### config.mk
export PLATFORM = sky130hd
export DESIGN_NAME = ieee80211_descrambler
export DESIGN_NICKNAME = d
export VERILOG_FILES = /design/src/rtl/ieee80211_descrambler.sv
export SDC_FILE = /design/constraint.sdc
export NUM_CORES = 1
export LEC_CHECK = 0
export ABC_AREA = 1
export BUFFER_PORTS_ARGS = -buffer_cell sky130_fd_sc_hd__buf_2
export CAP_MARGIN = 20
export CORE_MARGIN = 1
export CORE_UTILIZATION = 54
export DETAILED_ROUTE_END_ITERATION = 8
export GPL_TIMING_DRIVEN = 0
export PLACE_DENSITY = 0.8
export SYNTH_ARGS = -nofsm -noshare
export SYNTH_HDL_FRONTEND = slang
export SYNTH_SLANG_ARGS = --single-unit
export TNS_END_PERCENT = 1
### constraint.sdc
create_clock -name aclk -period 2 [get_ports aclk]
set_input_delay 0.4 -clock aclk [delete_from_list [all_inputs] [get_ports aclk]]
set_output_delay 0.4 -clock aclk [all_outputs]
set_load 0.005 [all_outputs]
### src/rtl/ieee80211_descrambler.sv
`default_nettype none
// ==========================================================================
// ieee80211_descrambler : 802.11 RX descrambler (x^7+x^4+1), reseeded from
// SERVICE bits 0-6 of every frame. Macro IEEE80211_DESCRAMBLER_SEED_OUT_EN
// adds seed_out/seed_valid.                          Revision: 1.0
// ==========================================================================
module ieee80211_descrambler #(
  parameter int WIDTH = 24
) (
  input  logic             aclk,
  input  logic             areset,
  input  logic [WIDTH-1:0] s_axis_tdata,
  input  logic             s_axis_tvalid,
  output logic             s_axis_tready,
  input  logic             s_axis_tlast,
  input  logic [3:0]       s_axis_tuser,
  output logic [WIDTH-1:0] m_axis_tdata,
  output logic             m_axis_tvalid,
  input  logic             m_axis_tready,
  output logic             m_axis_tlast,
  output logic [3:0]       m_axis_tuser
`ifdef IEEE80211_DESCRAMBLER_SEED_OUT_EN
  ,
  output logic [6:0]       seed_out,
  output logic             seed_valid
`endif
);

  generate
    if (WIDTH < 7) begin : g_width_chk
      $error("ieee80211_descrambler: WIDTH must be >= 7");
    end
  endgenerate

  typedef enum logic [0:0] {
    SEED = 1'b0,
    RUN  = 1'b1
  } state_t;

  state_t           state_q;
  logic [6:0]       st_q;
  logic [6:0]       st_d;
  logic [6:0]       seed_d;
  logic [WIDTH-1:0] data_d;
  logic [WIDTH-1:0] data_q;
  logic             valid_q;
  logic             last_q;
  logic [3:0]       user_q;
  logic             in_xfer;

  // Earliest received bit is the oldest scrambler state bit.
  assign seed_d = {s_axis_tdata[0], s_axis_tdata[1], s_axis_tdata[2], s_axis_tdata[3],
                   s_axis_tdata[4], s_axis_tdata[5], s_axis_tdata[6]};

  assign s_axis_tready = !valid_q || m_axis_tready;
  assign in_xfer       = s_axis_tvalid && s_axis_tready;

  always_comb begin
    logic [6:0] s;
    logic       key;
    s      = (state_q == SEED) ? seed_d : st_q;
    key    = 1'b0;
    data_d = '0;
    for (int i = 0; i < WIDTH; i++) begin
      if (!((state_q == SEED) && (i < 7))) begin
        key       = s[6] ^ s[3];
        data_d[i] = s_axis_tdata[i] ^ key;
        s         = {s[5:0], key};
      end
    end
    st_d = s;
  end

  always_ff @(posedge aclk) begin
    if (areset) begin
      state_q <= SEED;
      st_q    <= '0;
      valid_q <= 1'b0;
      data_q  <= '0;
      last_q  <= 1'b0;
      user_q  <= '0;
    end else if (in_xfer) begin
      valid_q <= 1'b1;
      data_q  <= data_d;
      last_q  <= s_axis_tlast;
      user_q  <= s_axis_tuser;
      st_q    <= st_d;
      state_q <= s_axis_tlast ? SEED : RUN;
    end else if (m_axis_tready) begin
      valid_q <= 1'b0;
    end
  end

  assign m_axis_tdata  = data_q;
  assign m_axis_tvalid = valid_q;
  assign m_axis_tlast  = last_q;
  assign m_axis_tuser  = user_q;

`ifdef IEEE80211_DESCRAMBLER_SEED_OUT_EN
  logic [6:0] seed_q;
  logic       seed_valid_q;

  // The pulse coincides with the seed beat first appearing on the output register.
  always_ff @(posedge aclk) begin
    if (areset) begin
      seed_q       <= '0;
      seed_valid_q <= 1'b0;
    end else begin
      seed_valid_q <= in_xfer && (state_q == SEED);
      if (in_xfer && (state_q == SEED)) begin
        seed_q <= seed_d;
      end
    end
  end

  assign seed_out   = seed_q;
  assign seed_valid = seed_valid_q;
`endif

endmodule
`default_nettype wire

==> summary.md <==
| Metric | Value |
|---|---|
| Number of CTS-inserted buffers | `5` |
| Pre-Repair DR Iteration Count | `7` |
| Final core utilization | `74.0%` |
| Hold Path Cell Cnt | `3` |
| Leakage | `1.74 nW` |
| Unique masters post-synth | `37` |
| Clk buf depth | `2` |
| Setup WS pre-CTS | `-213 ps` |
| Crit path from | `state_q` |
| Clock Skew | `13.4 ps` |
| Clock slew at reported path FFs | `80 ps` |
| Post-Syn Instances | `362` |
| Sequential share of the synthesized area | `29.8%` |
| Initial antenna violation count | `0` |
| Total GRT Usage | `26.2%` |
| Top sig layer | `met4` |
| RSZ-0062 raised after global routing | `yes` |
| Met1 WL | `2.94 mm` |
| Port bufs | `62` |
| Antenna Cells | `0` |
| Share of the synthesized area in the top cell type | `29.8%` |
| Crit path kind | `reg2reg` |
| Setup slack after layout | `-54.7 ps` |
| CTS tree | `done` |
| Global-route wire length before repair | `10.3 mm` |
| Hold Crit Start | `s_axis_tuser[2]` |
| FF-to-FF End | `m_axis_tdata[23]` |
| Startpoint types | `flop` |
| Final HPWL from detailed placement | `4.78 mm` |
| Dpl cell area | `0.00293 mm^2` |
| Nature of the critical path endpoint | `flop` |
| Yosys warns | `0` |
| Fin Hold WS | `371 ps` |
| Final Hold Vio Count | `0` |
| Number of global-route vias before repair | `2,335` |
| Critical path fanouts, max | `5` |
| DR vias | `2,635` |
| Critical path's slowest cell | `dfxtp_4` |
| Most frequent cells in the layout | `nand2_1 (67), buf_2 (63), inv_1 (37), nand3_1 (36), dfxtp_1 (36)` |
| Die X | `70.7 um` |
| CTS root buffer | `clkbuf_8` |
| Worst skew pair latency | `300 ps` |
| Post-synthesis register bit count | `38` |
| Min Tclk post-route | `2050 ps` |
| Clock sinks | `38` |
| Max_cap viols | `0` |
| Routability Congestion | `0.894` |
| Core Box Area | `0.00444 mm^2` |
| FILL cells | `362` |
| Die area | `0.00500 mm^2` |
| Total power | `2.23 mW` |
| DRC Markers | `6` |
| Layout cells sized above 1 | `38.7%` |
| Final Cell Area | `0.00329 mm^2` |
| WP data required | `2170 ps` |
| Worst stage delay on the critical path | `370 ps` |
| Leading area contributor after synthesis | `dfxtp_1` |
| Crit-path cells | `buf_12 > nand2_2 > clkinv_1 > nor2_1 > nand2_1 > nand3_2 > nand2_2 > nand2_1 > nand3_1 > nand2_2 > nand2_4 > nand2_4 > xor2_2 > nand3_1 > nand2_1 > nor2_2` |
| WL final | `6.92 mm` |
| Synth area leaders | `dfxtp_1 (30%), nand2_1 (12%), nand3_1 (8.2%)` |
| Crit share post-route | `103%` |
| Synthesized area per cell | `7.05 um^2` |
| Reg2Reg Depth | `16` |
| DR WL met3 | `371 um` |
| Htree depth | `2` |
| Cell area after synthesis | `0.00255 mm^2` |
| Wire per inst | `13.9 um` |
| Worst Path Arrival | `2230 ps` |
| Final antenna-violating net count | `0` |
| First DRT Iteration DRCs | `194` |
| Largest net degree at the start of global routing | `12` |
| Pwr/cell area | `678 mW/mm^2` |
| Reg-to-reg startpoint | `state_q` |
| WHS Endpoint | `m_axis_tuser[2]` |
| R2R Setup Slk | `-50 ps` |
| Syn-to-layout area delta | `28.9%` |
| DR WL met2 | `3.45 mm` |
| Status | `complete, but fails checks` |
| Die Ht | `70.7 um` |
| Achievable Freq | `0.487 GHz` |
| Setup violators final | `11` |
| Tightest Hold Check Type | `in2reg` |
| Post-synth net total | `395` |
| Max_slew headroom | `63.5%` |
| Worst Tran Pin Value | `548 ps` |
| Violated checks | `design-rule violations, negative setup slack` |
| I/O Pins | `64` |
| Via density | `5.28` |
| Fin. max-slew vios | `0` |
| Final net count | `480` |
| Total grt overflow | `0` |
| Max VDD drop | `0.465 mV` |
| Initial core utilization | `57.4%` |
| Most common cell after layout, fill and taps aside | `nand2_1` |
| # rows | `24` |
synth_stat cells:
master and number:
a21oi_1 15, a21oi_2 1, buf_1 2, buf_12 1
buf_2 1, buf_6 6, clkbuf_1 3, clkinv_1 1
dfxtp_1 38, dlygate4sd1_1 1, inv_1 37, inv_2 5
inv_4 1, mux2i_1 2, nand2_1 79, nand2_2 21
nand2_4 10, nand2_8 1, nand3_1 42, nand3_2 5
nand3_4 2, nand3b_1 2, nor2_1 35, nor2_2 3
o211ai_1 7, o21a_1 1, o21ai_0 13, o21ai_1 3
o21ai_2 1, o21ai_4 1, o221ai_1 1, or2_1 2
or2_2 2, xnor2_1 5, xnor2_2 1, xor2_1 8
xor2_2 3
layer usage:
metal / GRT usage, % / up-vias
li1: - / 1319
met1: 31.3 / 1206
met2: 45.6 / 97
met3: 6.70 / 13
met4: 9.33 / 0
met5: 0 / -
cell type report:
type | count | area (um^2) | share of cell area [%]
Multi-Input combinational cell | 266 | 1620 | 49.3
Sequential cell | 38 | 766 | 23.3
Timing Repair Buffer | 78 | 448 | 13.6
Inverter | 44 | 173 | 5.25
Buffer | 14 | 138 | 4.18
Clock buffer | 5 | 68.8 | 2.09
Tap cell | 52 | 65.1 | 1.98
Clock inverter | 2 | 10.0 | 0.304
per-stage QoR:
| stage | std cells | setup TNS [ps] |
|---|---|---|
| global placement | 476 | -1320 |
| global route | 499 | -2220 |
| floorplan | 362 | 0 |
| CTS | 486 | -15.0 |
| finish | 499 | -374 |
| detailed placement | 476 | -2480 |
worst max-delay path, delay by kind of cell (launching register included):
| family | cells | cell delay (ps) |
|---|---|---|
| xor+xnor | 1 | 160 |
| simple gates | 13 | 1200 |
| buf+inv | 2 | 200 |
| flops | 1 | 370 |
how the worst max path moves through the flow:
stage,endpoint,slack [ps],depth (start not counted)
floorplan,m_axis_tdata[20],180,18
global placement,m_axis_tdata[19],-130,19
detailed placement,m_axis_tdata[18],-210,14
CTS,m_axis_tdata[13],-10,17
global route,m_axis_tdata[23],-170,17
finish,m_axis_tdata[23],-50,16
logic make-up after synthesis:
group / count (synthesis) / share of synthesized area, %
DFF: 38 / 29.8
muxes: 2 / 0.785
and+or+nand+nor: 204 / 41.0
AOI/OAI and AO/OA: 43 / 10.1
buffers and inverters: 58 / 11.3
xor gates and xnor gates: 17 / 7.01
flip-flops by register name, summed over array words and instances (netlist names):
register       cells
m_axis_tvalid      1
m_axis_tlast       1
state_q            1
m_axis_tuser       4
st_q               7
m_axis_tdata      24
power breakdown:
part / internal [mW] / switching [mW]
sequential: 0.824 / 0.0411
clock: 0.235 / 0.290
combinational: 0.348 / 0.493
repair_timing:
item | 4_1_cts | 5_1_grt
resized for setup | 6 | 36
endpoints found under the setup margin | 10 | 21
setup buffers | 3 | 12
pin swaps | 4 | 15
gates cloned | 0 | 1
hold buffers | 0 | 0
Note: power is estimated with default switching activity, not from simulation.
